### src/rtl/pkt_read_ctrl_pkg.sv
// Shared types and constants for the packet read controller.
// Optional feature macro: PKT_WATCHDOG_EN (packet-length watchdog).
package pkt_read_ctrl_pkg;

   // Flit-type field width and one-hot codes. Any non-header, non-tail code
   // (BODY or an invalid pattern) is handled as plain data or as an orphan.
   localparam int FT_W_C = 3;
   localparam logic [FT_W_C-1:0] FT_HEADER = 3'b001;
   localparam logic [FT_W_C-1:0] FT_TAIL   = 3'b100;

   // Per-channel controller state
   typedef enum logic [1:0] {
      ST_IDLE = 2'd0,
      ST_REQ  = 2'd1,
      ST_XFER = 2'd2
   } ch_state_e;

endpackage

### src/rtl/pkt_read_ctrl_if.sv
// Bundle of per-channel FIFO-head, allocator and downstream signals.
// master: the read controller. slave: the FIFO/allocator environment.
interface pkt_read_ctrl_if #(
   parameter int NUM_CH = 5,
   parameter int FT_W   = 3
);
   logic [NUM_CH-1:0]      empty;
   logic [NUM_CH*FT_W-1:0] flit_type;
   logic [NUM_CH-1:0]      grant;
   logic [NUM_CH-1:0]      out_ready;
   logic [NUM_CH-1:0]      rd_en;
   logic [NUM_CH-1:0]      req;
   logic [NUM_CH-1:0]      pkt_active;
   logic [NUM_CH-1:0]      pkt_len_err;

   modport master (
      input  empty, flit_type, grant, out_ready,
      output rd_en, req, pkt_active, pkt_len_err
   );

   modport slave (
      output empty, flit_type, grant, out_ready,
      input  rd_en, req, pkt_active, pkt_len_err
   );
endinterface

### src/rtl/pkt_read_ctrl_ch.sv
// One channel of the packet read controller: IDLE -> REQ -> XFER -> IDLE,
// with a saturating flit counter and, when PKT_WATCHDOG_EN is defined,
// a sticky packet-length watchdog.
module pkt_read_ch
   import pkt_read_ctrl_pkg::*;
#(
   parameter int FT_W        = FT_W_C,
   parameter int CNT_W       = 4,
   parameter int MAX_PKT_LEN = 15
) (
   input  logic            clk,
   input  logic            rst,
   input  logic            empty_i,
   input  logic [FT_W-1:0] flit_type_i,
   input  logic            grant_i,
   input  logic            out_ready_i,
   output logic            rd_en_o,
   output logic            req_o,
   output logic            pkt_active_o,
   output logic            pkt_len_err_o
);

   localparam logic [CNT_W-1:0] CNT_SAT = '1;

   // The watchdog limit has to fit in the counter or it could never fire.
   if (MAX_PKT_LEN < 2 || MAX_PKT_LEN > 2**CNT_W - 1) begin : g_bad_len
      $error("pkt_read_ch: MAX_PKT_LEN out of range for CNT_W");
   end

   ch_state_e        state_q, state_d;
   logic [CNT_W-1:0] cnt_q, cnt_d;
   logic             err_q, err_d;
   logic             is_hdr, is_tail, pop;

   assign is_hdr  = (flit_type_i == FT_HEADER);
   assign is_tail = (flit_type_i == FT_TAIL);

   // State register: FSM state, flit counter and sticky error flag
   // NOTE: sequential state uses non-blocking assignments so every flop samples pre-edge values.
   always_ff @(posedge clk or negedge rst) begin
      if (!rst) begin
         state_q <= ST_IDLE;
         cnt_q   <= '0;
         err_q   <= 1'b0;
      end else begin
         state_q <= state_d;
         cnt_q   <= cnt_d;
         err_q   <= err_d;
      end
   end

   // Next-state logic: header detect, grant capture, drain until tail (or watchdog)
   // NOTE: every variable gets a default first so no path leaves it unassigned (no latch).
   always_comb begin
      state_d = state_q;
      cnt_d   = cnt_q;
      err_d   = err_q;
      unique case (state_q)
         ST_IDLE: if (!empty_i && is_hdr) state_d = ST_REQ;
         ST_REQ:  if (grant_i) state_d = ST_XFER;
         ST_XFER: begin
            if (pop) begin
               if (is_tail) begin
                  state_d = ST_IDLE;
                  cnt_d   = '0;
               end else begin
                  if (cnt_q != CNT_SAT) cnt_d = cnt_q + CNT_W'(1);
`ifdef PKT_WATCHDOG_EN
                  // The pop that reaches the limit without being a tail ends the packet.
                  if (cnt_d == CNT_W'(MAX_PKT_LEN)) begin
                     err_d   = 1'b1;
                     state_d = ST_IDLE;
                     cnt_d   = '0;
                  end
`endif
               end
            end
         end
         default: state_d = ST_IDLE;
      endcase
   end

   // Output decode: pop orphans in IDLE, request in REQ, drain in XFER
   always_comb begin
      pop          = 1'b0;
      req_o        = 1'b0;
      pkt_active_o = 1'b0;
      unique case (state_q)
         ST_IDLE: pop = !empty_i && !is_hdr;
         ST_REQ:  req_o = 1'b1;
         ST_XFER: begin
            pkt_active_o = 1'b1;
            pop          = !empty_i && out_ready_i;
         end
         default: ;
      endcase
   end

   // The orphan-discard pop depends only on FIFO inputs in IDLE, so it is
   // masked while reset is held to keep rd_en quiet until release.
   assign rd_en_o       = pop && rst;
   assign pkt_len_err_o = err_q;

endmodule

### src/rtl/pkt_read_ctrl.sv
// Packet-aware read controller for all router input FIFOs.
// One independent pkt_read_ch per channel; PKT_WATCHDOG_EN enables the
// packet-length watchdog (pkt_len_err stays 0 when undefined).
module pkt_read_ctrl
   import pkt_read_ctrl_pkg::*;
#(
   parameter int NUM_CH      = 5,
   parameter int FT_W        = FT_W_C,
   parameter int CNT_W       = 4,
   parameter int MAX_PKT_LEN = 15
) (
   input  logic             clk,
   input  logic             rst,
   pkt_read_ctrl_if.master  bus
);

   logic [NUM_CH-1:0] rd_en, req, pkt_active, pkt_len_err;

   for (genvar i = 0; i < NUM_CH; i++) begin : g_ch
      pkt_read_ch #(
         .FT_W        (FT_W),
         .CNT_W       (CNT_W),
         .MAX_PKT_LEN (MAX_PKT_LEN)
      ) u_ch (
         .clk           (clk),
         .rst           (rst),
         .empty_i       (bus.empty[i]),
         .flit_type_i   (bus.flit_type[i*FT_W +: FT_W]),
         .grant_i       (bus.grant[i]),
         .out_ready_i   (bus.out_ready[i]),
         .rd_en_o       (rd_en[i]),
         .req_o         (req[i]),
         .pkt_active_o  (pkt_active[i]),
         .pkt_len_err_o (pkt_len_err[i])
      );
   end

   assign bus.rd_en       = rd_en;
   assign bus.req         = req;
   assign bus.pkt_active  = pkt_active;
   assign bus.pkt_len_err = pkt_len_err;

endmodule

### src/flat_wrapper.sv
// flat-port wrapper written by rule: the top's interface ports become plain ports
module pkt_read_ctrl_flat import pkt_read_ctrl_pkg::*;
#(
   parameter int NUM_CH      = 5,
   parameter int FT_W        = FT_W_C,
   parameter int CNT_W       = 4,
   parameter int MAX_PKT_LEN = 15
)
  (clk, rst, bus_empty, bus_flit_type, bus_grant, bus_out_ready, bus_rd_en, bus_req, bus_pkt_active, bus_pkt_len_err);
  pkt_read_ctrl_if #(.NUM_CH(NUM_CH), .FT_W(FT_W)) bus_i ();
  input  logic clk;
  input  logic rst;
  input wire logic [$bits(bus_i.empty)-1:0] bus_empty;
  input wire logic [$bits(bus_i.flit_type)-1:0] bus_flit_type;
  input wire logic [$bits(bus_i.grant)-1:0] bus_grant;
  input wire logic [$bits(bus_i.out_ready)-1:0] bus_out_ready;
  output wire logic [$bits(bus_i.rd_en)-1:0] bus_rd_en;
  output wire logic [$bits(bus_i.req)-1:0] bus_req;
  output wire logic [$bits(bus_i.pkt_active)-1:0] bus_pkt_active;
  output wire logic [$bits(bus_i.pkt_len_err)-1:0] bus_pkt_len_err;
  assign bus_i.empty = bus_empty;
  assign bus_i.flit_type = bus_flit_type;
  assign bus_i.grant = bus_grant;
  assign bus_i.out_ready = bus_out_ready;
  assign bus_rd_en = bus_i.rd_en;
  assign bus_req = bus_i.req;
  assign bus_pkt_active = bus_i.pkt_active;
  assign bus_pkt_len_err = bus_i.pkt_len_err;
  pkt_read_ctrl #(.NUM_CH(NUM_CH), .FT_W(FT_W), .CNT_W(CNT_W), .MAX_PKT_LEN(MAX_PKT_LEN)) u_core (.clk(clk), .rst(rst), .bus(bus_i));
endmodule
### config.mk
export PLATFORM = sky130hd
export DESIGN_NAME = pkt_read_ctrl_flat
export DESIGN_NICKNAME = d
export VERILOG_FILES = /design/src/rtl/pkt_read_ctrl_pkg.sv /design/src/rtl/pkt_read_ctrl_if.sv /design/src/rtl/pkt_read_ctrl_ch.sv /design/src/rtl/pkt_read_ctrl.sv /design/src/flat_wrapper.sv
export SDC_FILE = /design/constraint.sdc
export NUM_CORES = 1
export LEC_CHECK = 0
export ABC_CLOCK_PERIOD_IN_PS = 2950
export BUFFER_PORTS_ARGS = -buffer_cell sky130_fd_sc_hd__buf_2
export CAP_MARGIN = 20
export CORE_AREA = 2 2 77 42
export CTS_CLUSTER_DIAMETER = 100
export DETAILED_ROUTE_END_ITERATION = 8
export DIE_AREA = 0 0 79 44
export PLACE_DENSITY_LB_ADDON = 0.12
export SYNTH_ARGS = -nofsm -noshare
export SYNTH_HDL_FRONTEND = slang
export SYNTH_SLANG_ARGS = --single-unit
export TNS_END_PERCENT = 100
### constraint.sdc
create_clock -name clk -period 2.95 [get_ports clk]
set_input_delay 0.295 -clock clk [delete_from_list [all_inputs] [get_ports clk]]
set_output_delay 0.295 -clock clk [all_outputs]
set_load 0.005 [all_outputs]
==> results.toml <==
[setup_path]
crit_family = "buffers and inverters"
crit_type = "input port to primary output"
crit_path_top_delay_cell = "dlygate4sd3_1"
crit_path_max_fanout = 15
ff2ff_path_depth = 2
r2r_slack_ps = 1730
worst_setup_path_start_kind = "input port"
crit_cells = 5
cp_num_buf_inv = 3
endpoint_kind = "primary output"
crit_chain = "dlygate4sd3_1 > buf_2 > nand2b_1 > a2111oi_0 > buf_2"
crit_path_frequent_cell = "buf_2"
critPathMaxStageDelay_ps = 520
crit_arrival_ps = 1740
critPathRequiredTime_ps = 2650

[pwr]
power.total_mw = 0.5421
p_int_mw = 0.3711
combPwrFrac = 0.357
swShare = 0.3155
p_clk_frac = 0.248
peakVddDrop_mv = 0.1618
seqPwrFrac = 0.395
switching_power_mw = 0.1710
leakage_nw = 0.5414
cellPowerDensity_mw_per_mm2 = 539.6

[grt]
antenna_found_initial = 0
grt_pass1_vias = 638
grt_max_degree = 16
grt_pass1_wl_um = 2787
grt_usage = 0.1027
overflow = 0

[clock_tree]
clockBufferDepth = 2
worst_skew_pair.late_latency_ps = 230
cts.sinks = 10
postCtsResizedCells = 0
h-tree-depth = 1
tritoncts = "built"
root_buffer = "clkbuf_8"
numCtsBuffers = 3
cts_setup_buffers = 0
path_clk_slew_ps = 50

[sta]
hold_slack_ps = 284.8
finClkSkew_ps = 5.800
hold_viol = 0
min_period_over_period = 0.6909
rsz0062_at_grt = "no"
setup_ws_ps = 911.8
timing.fmax_mhz = 490.6
fin_setup_tns_ps = 0
setup_viol = 0
slew_violations = 0
fin_crit_ps = 2038

[drt]
vias = 735
drt_wl_total_um = 1774
vias_per_cell = 4.428
drtPass1Iterations = 4
drt_iter0_drc = 25
ant_nets = 0
drc = 0
routedWlPerCell_um = 10.69

[cells_and_area]
top_regs = "u_core.g_ch.u_ch.state_q: 10 flops"
layout_commonest_cell = "buf_2"
diodes = 0
fillCellCount = 314
area_delta_synth_final_pct = 24.30
fin_nets = 160
instances_no_fill = 166
layout_common_cells = "buf_2 (46), nor2b_1 (10), dfrtp_1 (10)"
largest_register = "u_core.g_ch.u_ch.state_q"
drive_gt1_frac = 0.4048
largest_reg_flops = 10

[run_status]
status = "finished, final reports clean"

[hold_path]
min_path_type = "input port to flip-flop"
hold_depth = 2

[placement]
hpwl_um = 1490
pre_cts_ws_ps = 1409
gp_congestion = 0.7521
placed_cells = 162
port_buffers = 46

[synthesis]
synth_top_area_frac = 0.3096
yosysSeqAreaShare = 0.3096
synthDistinctLibCells = 22
synthTopCellsByArea = "dfrtp_1 (31%), buf_4 (19%), nor2b_1 (7.7%)"
syn-instance-count = 92
mappedNetlistArea_um2 = 808.3
syn_area_per_cell_um2 = 8.786
yosys.area.top_type = "dfrtp_1"
synth-seq-cells = 10
ys.warnings.count = 0

[die]
die_w_um = 79
start_util = 0.2848
io-pin-count = 52
dieArea_mm2 = 0.003476
fp.dieH_um = 44
rows = 14
core-area_mm2 = 0.002838

[run]
cap_violations = 0
==> synthesized netlist by cell type (all sizes together) <==
cell type and n:
nand2 1, a31oi 3, nor2b 10, o31ai 2, a21oi 4, inv 8, and2b 1, or4 2
buf 20, a2111oi 3, nor4b 5, nor4bb 2, nor2 4, a22o 5, conb 1, or4b 1
nor3 1, nand2b 7, nand4b 1, and3 1, dfrtp 10
==> final cells by class <==
cell class / instances / area (um^2) / area share
timing repair buffer: 47 / 240.2 / 0.2391
multi-input combinational: 58 / 392.9 / 0.3910
sequential: 10 / 250.2 / 0.2491
inverter: 8 / 30.03 / 0.02989
tap: 40 / 50.05 / 0.04981
clock buffer: 3 / 41.29 / 0.04110
==> metrics by stage <==
step	cell area, um^2	util
detailed placement	953.4	0.3360
CTS	1005	0.3541
global route	1005	0.3541
global placement	953.4	0.3360
floorplan	823.3	-
finish	1005	0.3541
==> cells by family (layout without fill, tap and decap cells) <==
group	count (synthesis)	after routing	synth area share
compound gates	17	17	0.1595
buf+inv	28	58	0.2229
flops	10	10	0.3096
other cells	1	5	0.004640
simple gates	36	36	0.3034
==> metal layers <==
metal / vias to the layer above / routed length, um / track usage
met5: - / 0 / 0
li1: 371 / - / -
met4: 0 / 15 / 0.03103
met1: 324 / 871 / 0.1367
met3: 2 / 202 / 0.03750
met2: 38 / 685 / 0.1576
==> power by group through the flow <==
stage               Clock, mW  Combinational (mW)  Sequential (mW)
floorplan                   0               0.173            0.203
global placement            0               0.194            0.216
detailed placement          0               0.195            0.215
CTS                     0.141               0.197            0.213
global route            0.153               0.218            0.222
finish                  0.134               0.193            0.214
==> timing repair <==
item	in CTS	in global routing
setup endpoints to repair	0	0
hold buffers	1	0
hold endpoints to repair	10	0
==> worst paths after layout <==
check | startpoint | endpoint
worst min-delay path | bus_out_ready[2] | u_core.g_ch[2].u_ch.state_q[1]$_DFFE_PN0P_
min in group asynchronous | rst | u_core.g_ch[3].u_ch.state_q[0]$_DFFE_PN0P_
worst max-delay path | rst | bus_rd_en[2]
max in group asynchronous | rst | u_core.g_ch[4].u_ch.state_q[1]$_DFFE_PN0P_
worst min register to register | u_core.g_ch[3].u_ch.state_q[1]$_DFFE_PN0P_ | u_core.g_ch[3].u_ch.state_q[0]$_DFFE_PN0P_
worst max register to register | u_core.g_ch[0].u_ch.state_q[1]$_DFFE_PN0P_ | u_core.g_ch[0].u_ch.state_q[0]$_DFFE_PN0P_
No activity file was read; power rests on OpenSTA's default activity.
